===== config.mk =====
export PLATFORM = sky130hd
export DESIGN_NAME = frac_clk_div_flat
export DESIGN_NICKNAME = d
export VERILOG_FILES = /design/src/rtl/frac_clk_div_if.sv /design/src/rtl/frac_clk_div.sv /design/src/flat_wrapper.sv
export SDC_FILE = /design/constraint.sdc
export NUM_CORES = 1
export LEC_CHECK = 0
export ABC_AREA = 1
export CAP_MARGIN = 40
export CORE_MARGIN = 3
export CORE_UTILIZATION = 40
export CTS_CLUSTER_SIZE = 25
export DETAILED_ROUTE_END_ITERATION = 12
export GPL_TIMING_DRIVEN = 1
export SLEW_MARGIN = 20
export SYNTH_ARGS = -nofsm -noshare
export SYNTH_HDL_FRONTEND = slang
export SYNTH_SLANG_ARGS = --single-unit
export TNS_END_PERCENT = 100

===== constraint.sdc =====
create_clock -name clk_in -period 9.45 [get_ports clk_in]
set_clock_uncertainty 0.15 [all_clocks]
set_input_delay 1.4175 -clock clk_in [delete_from_list [all_inputs] [get_ports clk_in]]
set_output_delay 1.4175 -clock clk_in [all_outputs]
set_load 0.01 [all_outputs]

===== src/rtl/frac_clk_div_if.sv =====
// Configuration and status bundle for the fractional clock divider.
// load is a one-cycle strobe; ready/cfg_err report the validity of the active configuration.
interface frac_clk_div_if #(
   parameter int CNT_W = 32
);
   logic [CNT_W-1:0] freq_in;
   logic [CNT_W-1:0] freq_out;
   logic             mode;
   logic             load;
   logic             enable;
   logic             clk_out;
   logic             ready;
   logic             cfg_err;

   // Handshake: the master holds load high for exactly one clk_in cycle; freq_in/freq_out/mode are
   // sampled on that edge, and from the next cycle ready (or cfg_err) reflects the new configuration.
   modport master (
      output freq_in, freq_out, mode, load, enable,
      input  clk_out, ready, cfg_err
   );

   modport slave (
      input  freq_in, freq_out, mode, load, enable,
      output clk_out, ready, cfg_err
   );
endinterface


===== src/rtl/frac_clk_div.sv =====
// Fractional clock divider: phase accumulator producing freq_out events per freq_in clk_in cycles,
// emitted either as one-cycle pulses (mode 0) or as a square wave (mode 1).
module frac_clk_div #(
   parameter int CNT_W        = 32,
   parameter int DEF_FREQ_IN  = 50,
   parameter int DEF_FREQ_OUT = 9,
   parameter int DEF_MODE     = 0
) (
   input logic            clk_in,
   input logic            reset_,
   frac_clk_div_if.slave  bus
);

   // Mode 1 needs two events per output period, so its requirement is evaluated one bit wider.
   function automatic logic cfg_ok(input logic [CNT_W-1:0] fi,
                                   input logic [CNT_W-1:0] fo,
                                   input logic             m);
      logic [CNT_W:0] need;
      need = m ? {fo, 1'b0} : {1'b0, fo};
      return (fi != '0) && (fo != '0) && (need <= {1'b0, fi});
   endfunction

   localparam logic [CNT_W-1:0] DEF_FI = CNT_W'(DEF_FREQ_IN);
   localparam logic [CNT_W-1:0] DEF_FO = CNT_W'(DEF_FREQ_OUT);
   localparam logic             DEF_M  = DEF_MODE[0];
   localparam logic             DEF_OK = cfg_ok(DEF_FI, DEF_FO, DEF_M);

   logic [CNT_W-1:0] fi_q;
   logic [CNT_W-1:0] fo_q;
   logic             mode_q;
   logic [CNT_W:0]   acc_q;
   logic             clk_q;
   logic             ready_q;

   logic [CNT_W:0]   step;
   logic [CNT_W:0]   sum;
   logic [CNT_W:0]   acc_nxt;
   logic             evt;

   always_comb begin
      step    = mode_q ? {fo_q, 1'b0} : {1'b0, fo_q};
      sum     = acc_q + step;
      evt     = (sum >= {1'b0, fi_q});
      acc_nxt = evt ? (sum - {1'b0, fi_q}) : sum;
   end

   always_ff @(posedge clk_in or negedge reset_) begin
      if (!reset_) begin
         fi_q    <= DEF_FI;
         fo_q    <= DEF_FO;
         mode_q  <= DEF_M;
         acc_q   <= '0;
         clk_q   <= 1'b0;
         ready_q <= DEF_OK;
      end else if (bus.load) begin
         fi_q    <= bus.freq_in;
         fo_q    <= bus.freq_out;
         mode_q  <= bus.mode;
         acc_q   <= '0;
         clk_q   <= 1'b0;
         ready_q <= cfg_ok(bus.freq_in, bus.freq_out, bus.mode);
      end else if (!ready_q) begin
         acc_q <= '0;
         clk_q <= 1'b0;
      end else if (bus.enable) begin
         acc_q <= acc_nxt;
         clk_q <= mode_q ? (clk_q ^ evt) : evt;
      end else if (!mode_q) begin
         // Holding: pulses are suppressed, while a square wave keeps its current level.
         clk_q <= 1'b0;
      end
   end

   assign bus.clk_out = clk_q;
   assign bus.ready   = ready_q;
   assign bus.cfg_err = ~ready_q;

endmodule


===== src/flat_wrapper.sv =====
// flat-port wrapper written by rule: the top's interface ports become plain ports
module frac_clk_div_flat 
#(
   parameter int CNT_W        = 32,
   parameter int DEF_FREQ_IN  = 50,
   parameter int DEF_FREQ_OUT = 9,
   parameter int DEF_MODE     = 0
)
  (clk_in, reset_, bus_freq_in, bus_freq_out, bus_mode, bus_load, bus_enable, bus_clk_out, bus_ready, bus_cfg_err);
  frac_clk_div_if #(.CNT_W(CNT_W)) bus_i ();
  input logic clk_in;
  input logic reset_;
  input wire logic [$bits(bus_i.freq_in)-1:0] bus_freq_in;
  input wire logic [$bits(bus_i.freq_out)-1:0] bus_freq_out;
  input wire logic [$bits(bus_i.mode)-1:0] bus_mode;
  input wire logic [$bits(bus_i.load)-1:0] bus_load;
  input wire logic [$bits(bus_i.enable)-1:0] bus_enable;
  output wire logic [$bits(bus_i.clk_out)-1:0] bus_clk_out;
  output wire logic [$bits(bus_i.ready)-1:0] bus_ready;
  output wire logic [$bits(bus_i.cfg_err)-1:0] bus_cfg_err;
  assign bus_i.freq_in = bus_freq_in;
  assign bus_i.freq_out = bus_freq_out;
  assign bus_i.mode = bus_mode;
  assign bus_i.load = bus_load;
  assign bus_i.enable = bus_enable;
  assign bus_clk_out = bus_i.clk_out;
  assign bus_ready = bus_i.ready;
  assign bus_cfg_err = bus_i.cfg_err;
  frac_clk_div #(.CNT_W(CNT_W), .DEF_FREQ_IN(DEF_FREQ_IN), .DEF_FREQ_OUT(DEF_FREQ_OUT), .DEF_MODE(DEF_MODE)) u_core (.clk_in(clk_in), .reset_(reset_), .bus(bus_i));
endmodule

==> results.toml, run 1 <==
[placed_design]
dpl.hpwl_microns = 32300
io_buffers = 71
gp_congestion = 1.01
post_dp_cell_area_sq_um = 11500

[clocking]
cts_tree = "built"
cts_hold_buf = 0
path_clk_slew_ns = 0.08
clock-sinks = 100
cts_buffer_depth = 2
cts_resized = 0
htree_num_levels = 3
postCtsSetupBuffers = 0
cts_inserted_buffers = 9
root_buffer = "clkbuf_16"
clock_latency_ns = 0.36

[die]
core_sq_um = 25500
start_util_pct = 41.2
chipWidth_microns = 168
ioPinCount = 72
die_y_microns = 168
num_rows = 58
dieArea_sq_um = 28300

[cells_and_area]
nNetsFinal = 1947
fillers = 2820
antenna_cells = 0
fin_area_sq_um = 11800
drive_gt1_share_pct = 2.58
area_growth_pct = 12.3

[sta]
rsz0062_at_grt = "false"
fin_crit_sh_pct = 61.5
hold_violations = 0
tightest_slew_ns = 0.760
setup_viol = 0
report.final.slew_viol_count = 0
tns_ns = 0
max_freq_mhz = 172
post-route-min-period_ns = 5.82
slew_headroom_pct = 48.9

[power_and_ir_drop]
peakVddDrop_mv = 0.135
leakagePower_nw = 6.62
power.density_nw_per_um2 = 191

[drt]
met1Wirelength_microns = 17300
wl_met2_microns = 17100
drtIter0Drc = 994
wl_met3_microns = 2170
drc = 0
wl_per_cell_microns = 18.3
vias = 11200
firstDrtPassIters = 8
top_layer = "met4"
routed_via_density = 5.29
wl_microns = 38800
ant_nets = 0

[critical_path]
r2r_slack_ns = 3.63
r2r_start = "u_core.mode_q"
cp-start-kind = "flip-flop"
worst-endpoint-required_ns = 9.60
crit_path_end_kind = "flip-flop"
arrival_ns = 5.97
rr_worst_depth = 23
crit_start = "u_core.mode_q"
path_class = "reg2reg"
r2r-end = "u_core.acc_q[2]"
cp_max_fo = 57

[yosys]
synthSimpleGateAreaFrac_pct = 34.8
syn_area_sq_um = 10500
synth_commonest_cells = "nand2_1, inv_1, o21ai_0"
synth_adder_area_share_pct = 11.8
syn_nets = 1903
ys_seq_elements = 100
synth.area.top_cells = "dfrtp_1, nand2_1, inv_1"
avgSynthCellArea_sq_um = 6.06
synth_top_area_share_pct = 22.4
synth.largest_area_cell = "dfrtp_1"
synth_top_family_by_area = "simple AND/OR/NAND/NOR gates"
netlist_instances = 1736
ys_types = 38
synth_edf_count = 0
synth_compound_area_share_pct = 13.4
yosys_warnings = 0
synth-async-reset-ratio_pct = 100
yosysSeqAreaShare_pct = 23.9
synth.most_common_cell = "nand2_1"
synth.mux.area_fraction_pct = 0
yosys.area_share.xor_xnor_pct = 2.75
synthFlopType = "dfrtp_1"

[min_path]
worstHoldStart = "u_core.acc_q[10]"
hp-class = "reg2reg"
hold_depth = 2
hold_end = "u_core.acc_q[10]"

[global_routing]
grt_max_degree = 91
grt_usage_pct = 27.1
grt_antenna_before_repair = 0
grt_pass1_wl_microns = 59200
grt_remaining_overflow = 0
grt_pass1_vias = 10600

[outcome]
status = "finished clean"

[run]
drv_cap = 0
==> power by group <==
group          total [mW]  internal (mW)  switching (mW)
clock network       0.378          0.188           0.190
registers           0.507          0.474          0.0338
logic                1.37          0.443           0.923
total                2.25           1.10            1.15
==> worst max path at each step <==
stage | end | slack, ns | cells past startpoint
6_report | u_core.acc_q[2] | 3.63 | 23
3_3_place_gp | u_core.bus.clk_out | 3.36 | 25
2_1_floorplan | u_core.acc_q[24] | 5.29 | 26
4_1_cts | u_core.acc_q[2] | 3.74 | 23
5_1_grt | u_core.acc_q[2] | 3.27 | 23
3_5_place_dp | u_core.acc_q[2] | 3.76 | 23
==> state kept, by name, summed over array words and instances (netlist names) <==
register	count
u_core.bus.clk_out	1
u_core.fo_q	32
u_core.bus.ready	1
u_core.acc_q	33
u_core.fi_q	32
u_core.mode_q	1
==> worst max-delay path: stages, from the launching register on <==
cell,delay (ns)
dfrtp_2,0.50
buf_12,0.21
o21ai_0,0.40
ha_1,0.36
nand2_1,0.16
inv_1,0.06
a21oi_1,0.21
inv_1,0.08
nor2_1,0.10
nand2_1,0.11
xnor2_1,0.44
inv_1,0.09
ha_1,0.35
a21oi_1,0.26
o21ai_0,0.20
a21oi_1,0.26
nand2_2,0.12
nand2_1,0.10
nand2_2,0.07
nand2_2,0.52
nand3_4,0.51
o21ai_0,0.24
nand3_1,0.11
nand2_1,0.08
==> area by class of cell <==
type | count | area [sq um] | share of cell area, %
clock inverters | 6 | 67.6 | 0.572
flip-flops and latches | 100 | 2510 | 21.3
inverters | 323 | 1210 | 10.3
repair buffers | 78 | 771 | 6.53
clock buffers | 10 | 229 | 1.94
well taps | 330 | 413 | 3.50
multi-input cells | 1268 | 6600 | 55.9
==> stage by stage <==
| stage | util [%] | setup slack (ns) | power (mW) | hold slack, ns | std cells |
|---|---|---|---|---|---|
| after detailed placement | 45.1 | 3.76 | 1.86 | 0.328 | 2099 |
| after global placement | 45.0 | 3.36 | 1.86 | 0.327 | 2098 |
| after floorplan | - | 5.29 | 1.44 | 0.296 | 1736 |
| after global routing | 46.2 | 3.27 | 2.43 | 0.378 | 2115 |
| after CTS | 46.2 | 3.74 | 2.25 | 0.350 | 2115 |
| final | 46.2 | 3.63 | 2.25 | 0.346 | 2115 |
==> cell usage in the layout (no fill, tap or decap), types with 3 or more instances in the layout <==
cell type and count:
nand2_1 590, inv_1 322, o21ai_0 155, ha_1 96, nor2_1 94, dfrtp_1 93, a21oi_1 77, nand3_1 74
clkdlybuf4s50_1 69, nand4_1 56, xnor2_1 21, nor3_1 18, nor4_1 14, xor2_1 12, o21bai_1 11, nand3b_1 10
a21o_1 9, clkbuf_16 9, buf_4 8, dfstp_2 6, nand2_2 5, inv_6 4, and2_1 3, nor2_2 3
a21boi_0 3
==> per-layer routing <==
metal,GRT usage (%),vias to the layer above
met1,36.3,5099
met4,13.0,0
li1,-,5588
met5,0,-
met2,43.5,404
met3,3.26,89
==> cell families (layout without fill, tap and decap cells) <==
| family | Yosys count | in the layout |
|---|---|---|
| AO/OA/AOI/OAI | 264 | 264 |
| buffers and inverters | 368 | 417 |
| adder cells (fa/ha/maj) | 98 | 98 |
| flip-flops | 100 | 100 |
| AND/OR/NAND/NOR | 873 | 873 |
| XOR/XNOR | 33 | 33 |
(Power assumes the default switching activity.)
==> run 2: changes to the inputs <==
Clock period 9.45 ns to 5.52 ns, I/O delays scaled along.
==> results.toml, run 2 (synthesis results as in run 1) <==
[outcome]
status = "finished clean"

[cells_and_area]
sequential_cell_area_sq_um = 2510
largest_reg_flops = 33
fin_area_sq_um = 11900
final_core_util_pct = 46.4
fillers = 2817
regMostFlops = "u_core.acc_q"
antenna_cells = 0
multi_input_area_sq_um = 6610
final_cell_mix = "nand2_1, inv_1, o21ai_0, ha_1, nor2_1"
nNetsFinal = 1952
drive_gt1_share_pct = 2.91
area_growth_pct = 12.7
final_common_cell = "nand2_1"
top_regs = "u_core.acc_q: 33 flops, u_core.fi_q: 32 flops, u_core.fo_q: 32 flops"

[sta]
tightest_slew_ns = 0.740
rsz0062_at_grt = "false"
post-route-min-period_ns = 5.01
tns_ns = 0
max_freq_mhz = 200
slew_headroom_pct = 50.6
hold_violations = 0
setup_viol = 0
report.final.slew_viol_count = 0
fin_crit_sh_pct = 90.7

[power_and_ir_drop]
pwr-share-seq_pct = 22.8
combPwrFrac_pct = 60.5
peakVddDrop_mv = 0.171
swShare_pct = 50.5
leakagePower_nw = 6.64
internal-power_mw = 1.89
clkPwrFrac_pct = 16.7
power.density_nw_per_um2 = 323
p_switching_mw = 1.93

[global_routing]
grt_usage_pct = 27.4
grt_pass1_vias = 10700
grt_remaining_overflow = 0
grt_pass1_wl_microns = 59900
grt_antenna_before_repair = 0
grt_max_degree = 104

[clocking]
clock_latency_ns = 0.37
cts_inserted_buffers = 9
htree_num_levels = 3
path_clk_slew_ns = 0.09
cts_tree = "built"
root_buffer = "clkbuf_16"
cts_hold_buf = 0
cts_resized = 0
postCtsSetupBuffers = 0
cts_buffer_depth = 2
clock-sinks = 100

[die]
dieArea_sq_um = 28300
die_y_microns = 168
ioPinCount = 72
chipWidth_microns = 168
num_rows = 58
core_sq_um = 25500
start_util_pct = 41.2

[drt]
wl_per_cell_microns = 18.3
wl_microns = 38700
vias = 11200
firstDrtPassIters = 6
routed_via_density = 5.26
ant_nets = 0
drtIter0Drc = 945
drc = 0

[critical_path]
arrival_ns = 5.15
worst-endpoint-required_ns = 5.66
path_cells = "nor2_1 > ha_1 > fa_1 > nand2_1 > nand2_1 > and2_1 > nand2_1 > nand2_1 > nand2_1 > nand2_1 > xnor2_2 > inv_1 > ha_1 > a21oi_1 > o21ai_0 > a21oi_1 > nand2_2 > nand2_1 > nand2_2 > nand2_2 > nand3_4 > nand2_1 > nand3_1 > nand2_1"
crit_family = "simple AND/OR/NAND/NOR gates"
path_class = "reg2reg"
cpMostUsedCell = "nand2_1"
cp_max_fo = 35
cp_slowest_stage_delay_ns = 0.63
r2r_slack_ns = 0.51
crit_slowest_cell = "dfrtp_4"
cp-start-kind = "flip-flop"
crit_path_end_kind = "flip-flop"
cp_num_buf_inv = 1

[run]
drv_cap = 0

[placed_design]
io_buffers = 71
gp_congestion = 1.08
dpl.hpwl_microns = 32300
post_dp_cell_area_sq_um = 11500

[min_path]
hp-class = "in2async"
==> run 2: path summary, 6_finish.rpt <==
kind	from	to	depth (start not counted)
hold / removal	reset_	u_core.acc_q[25]	1
min in group clk_in	u_core.fi_q[0]	u_core.fi_q[0]	2
hold reg to reg	u_core.fi_q[0]	u_core.fi_q[0]	2
setup reg to reg	u_core.mode_q	u_core.acc_q[30]	24
max in group asynchronous	reset_	u_core.mode_q	2
setup / recovery	u_core.mode_q	u_core.acc_q[30]	24
==> run 2: cell type report <==
class                      instances  share of cell area (%)
clock buffer                      10                    1.93
clock inverter                     6                   0.454
inverter                         323                    10.2
multi-input combinational       1268                    55.8
sequential                       100                    21.2
tap                              330                    3.48
timing repair buffer              83                    6.92
==> run 2: metal layers <==
layer  vias up  part of all wire, %  GRT usage (%)
li1       5603                    -              -
met1      5101                   44           35.9
met2       382                   46           46.3
met3        73                  5.5           2.93
met4         0                  4.3           10.6
met5         -                    0              0
==> run 2: power by group through the flow <==
stage	Sequential [mW]	Combinational [mW]	Clock (mW)
2_1_floorplan	0.854	1.62	0
3_3_place_gp	0.885	2.26	0
3_5_place_dp	0.885	2.27	0
4_1_cts	0.871	2.28	0.652
5_1_grt	0.878	2.58	0.683
6_report	0.871	2.32	0.640
==> run 2: through the flow <==
step | worst slack [ns] | hold WS (ns) | total power [mW] | cells
2_1_floorplan | 1.36 | 0.296 | 2.47 | 1736
3_3_place_gp | 0.481 | 0.333 | 3.15 | 2102
3_5_place_dp | 0.379 | 0.335 | 3.15 | 2103
4_1_cts | 0.355 | 0.353 | 3.80 | 2119
5_1_grt | 0.0992 | 0.381 | 4.14 | 2120
6_report | 0.511 | 0.345 | 3.83 | 2120
==> run 3: changes to the inputs <==
Settings changed: ABC_AREA 1 to not set, CELL_PAD_IN_SITES_DETAIL_PLACEMENT set to 0, CELL_PAD_IN_SITES_GLOBAL_PLACEMENT set to 2, CORE_UTILIZATION 40 to 34, PLACE_DENSITY_LB_ADDON set to 0.1.
Clock period 5.52 ns to 4.5 ns, I/O delays scaled along.
==> results.toml, run 3 <==
[sta]
report.final.slew_viol_count = 0
max_freq_mhz = 191
tightest_slew_ns = 0.752
hold_violations = 0
post-route-min-period_ns = 5.25
setup_viol = 34
worst_slack_ns = -0.747
rsz0062_at_grt = "true"
slew_headroom_pct = 49.8
worst_hold_slack_ns = 0.0645
fin_crit_sh_pct = 117

[power_and_ir_drop]
clkPwrFrac_pct = 9.9
peakVddDrop_mv = 0.285
combPwrFrac_pct = 76.7
leakagePower_nw = 6.28
swShare_pct = 42.3
power.density_nw_per_um2 = 622
power.total_mw = 8.39
p_switching_mw = 3.55
internal-power_mw = 4.84
pwr-share-seq_pct = 13.4

[yosys]
syn_area_sq_um = 9320
ys_types = 68
syn_nets = 1228
synth_top_area_share_pct = 25.2
netlist_instances = 1061
synth-async-reset-ratio_pct = 100
avgSynthCellArea_sq_um = 8.78
synth.most_common_cell = "o21ai_0"
synthFlopType = "dfrtp_1"
yosys_warnings = 0
synth.area.top_cells = "dfrtp_1, ha_1, mux2_2"
synth_commonest_cells = "o21ai_0, mux2_2, ha_1"
ys_seq_elements = 100
yosysSeqAreaShare_pct = 26.9
synth.largest_area_cell = "dfrtp_1"
synth_edf_count = 0

[min_path]
hp-class = "in2async"

[clocking]
htree_num_levels = 3
cts_inserted_buffers = 9
clock_latency_ns = 0.36
root_buffer = "clkbuf_16"
cts_buffer_depth = 2
path_clk_slew_ns = 0.08
cts_tree = "built"
clock-sinks = 100

[global_routing]
grt_antenna_before_repair = 0
grt_pass1_vias = 8756
grt_remaining_overflow = 0
grt_usage_pct = 22.1
grt_max_degree = 53
grt_pass1_wl_microns = 50200

[drt]
ant_nets = 0
drtIter0Drc = 598
vias = 8904
firstDrtPassIters = 5
wl_per_cell_microns = 19.1
wl_microns = 32200
routed_via_density = 5.27
drc = 0

[critical_path]
cp_slowest_stage_delay_ns = 0.48
cp_max_fo = 8
path_cells = "buf_8 > mux2_4 > ha_4 > nand4_1 > nor2_4 > a21oi_2 > a211oi_4 > buf_4 > a31oi_2 > xnor2_2 > ha_4 > a211oi_4 > o21ai_1 > o21ai_1 > a21bo_2 > a41oi_4 > o2111ai_2 > mux2i_4 > buf_12 > buf_12 > buf_6 > mux2i_4 > a21oi_2"
crit_path_end_kind = "flip-flop"
crit_start = "u_core.mode_q"
cp_num_buf_inv = 5
worst-endpoint-required_ns = 4.58
crit_family = "compound AO/OA/AOI/OAI gates"
path_class = "reg2reg"
cp-start-kind = "flip-flop"
arrival_ns = 5.32
crit_slowest_cell = "dfrtp_2"
crit_path_end = "u_core.acc_q[25]"
r2r-end = "u_core.acc_q[25]"
rr_worst_depth = 23
r2r_slack_ns = -0.75
critical_path_cell_count = 23
r2r_start = "u_core.mode_q"

[cells_and_area]
antenna_cells = 0
final_cell_mix = "buf_4, dfrtp_1, mux2_2, o21ai_0, inv_1"
fin_area_sq_um = 13500
fillers = 2469
top_regs = "u_core.acc_q: 33 flops, u_core.fi_q: 32 flops, u_core.fo_q: 32 flops"
area_growth_pct = 44.7
largest_reg_flops = 33
final_common_cell = "buf_4"
final_core_util_pct = 50.9
drive_gt1_share_pct = 36.5
regMostFlops = "u_core.acc_q"
nNetsFinal = 1518

[die]
dieArea_sq_um = 29400
chipWidth_microns = 172
die_y_microns = 172
num_rows = 59
core_sq_um = 26500
ioPinCount = 72
start_util_pct = 35.2

[placed_design]
post_dp_cell_area_sq_um = 12100
gp_congestion = 0.881
dpl.hpwl_microns = 25500
io_buffers = 71

[outcome]
status = "finished, violations left"
failed_checks = "negative setup slack"

[run]
drv_cap = 0
[run 3: what timing repair did]
action | 4_1_cts | 5_1_grt
gates resized for setup | 75 | 71
setup buffers | 36 | 14
setup endpoints to repair | 34 | 34
cloned | 4 | 0
hold buffers | 0 | 0
pin swaps | 16 | 47
[run 3: power by group through the flow]
stage	logic [mW]	clock network [mW]	registers [mW]
3_3_place_gp	5.24	0	1.13
4_1_cts	6.03	0.862	1.12
2_1_floorplan	3.14	0	1.09
6_report	6.43	0.831	1.13
3_5_place_dp	5.22	0	1.13
5_1_grt	6.98	0.887	1.14
[run 3: final cells by class]
class | count | area (sq um) | area share (%)
clock buffer | 10 | 229 | 1.70
clock inverter | 6 | 83.8 | 0.622
inverter | 85 | 319 | 2.37
multi-input combinational | 833 | 7120 | 52.8
sequential | 100 | 2510 | 18.6
tap | 335 | 419 | 3.11
timing repair buffer | 322 | 2800 | 20.7
[run 3: layer usage]
| layer | global-route usage [%] | vias to the layer above | share of wire [%] |
|---|---|---|---|
| met1 | 35.6 | 4219 | 54 |
| met5 | 0 | - | 0 |
| li1 | - | 4469 | - |
| met3 | 1.98 | 24 | 3.4 |
| met2 | 31.8 | 192 | 42 |
| met4 | 4.27 | 0 | 1.3 |
[run 3: cells by family after synthesis]
kind of cell               share of synthesized area [%]
AOI/OAI and AO/OA                                   22.1
buffers and inverters                               5.51
and+or+nand+nor                                     12.1
adders and majority gates                           13.3
xor gates and xnor gates                            5.08
muxes                                               14.9
DFF                                                 26.9
[run 3: worst min-delay path by stage]
stage	from	endpoint	slack (ns)	depth (start not counted)
after detailed placement	u_core.fo_q[27]	u_core.fo_q[27]	0.37	1
after global routing	reset_	u_core.fo_q[8]	0.1	1
after global placement	u_core.fo_q[16]	u_core.fo_q[16]	0.36	1
after floorplan	reset_	u_core.acc_q[0]	0.23	0
final	reset_	u_core.fo_q[8]	0.06	1
after CTS	reset_	u_core.fo_q[8]	0.08	1
[run 3: through the flow]
stage               setup WS (ns)  cells  setup TNS [ns]
detailed placement         -0.990   1626          -30.96
finish                     -0.747   1691          -22.22
global placement           -0.917   1625          -29.17
global route               -0.909   1691          -28.64
CTS                        -0.782   1682          -24.44
floorplan                  -0.255   1061           -7.25
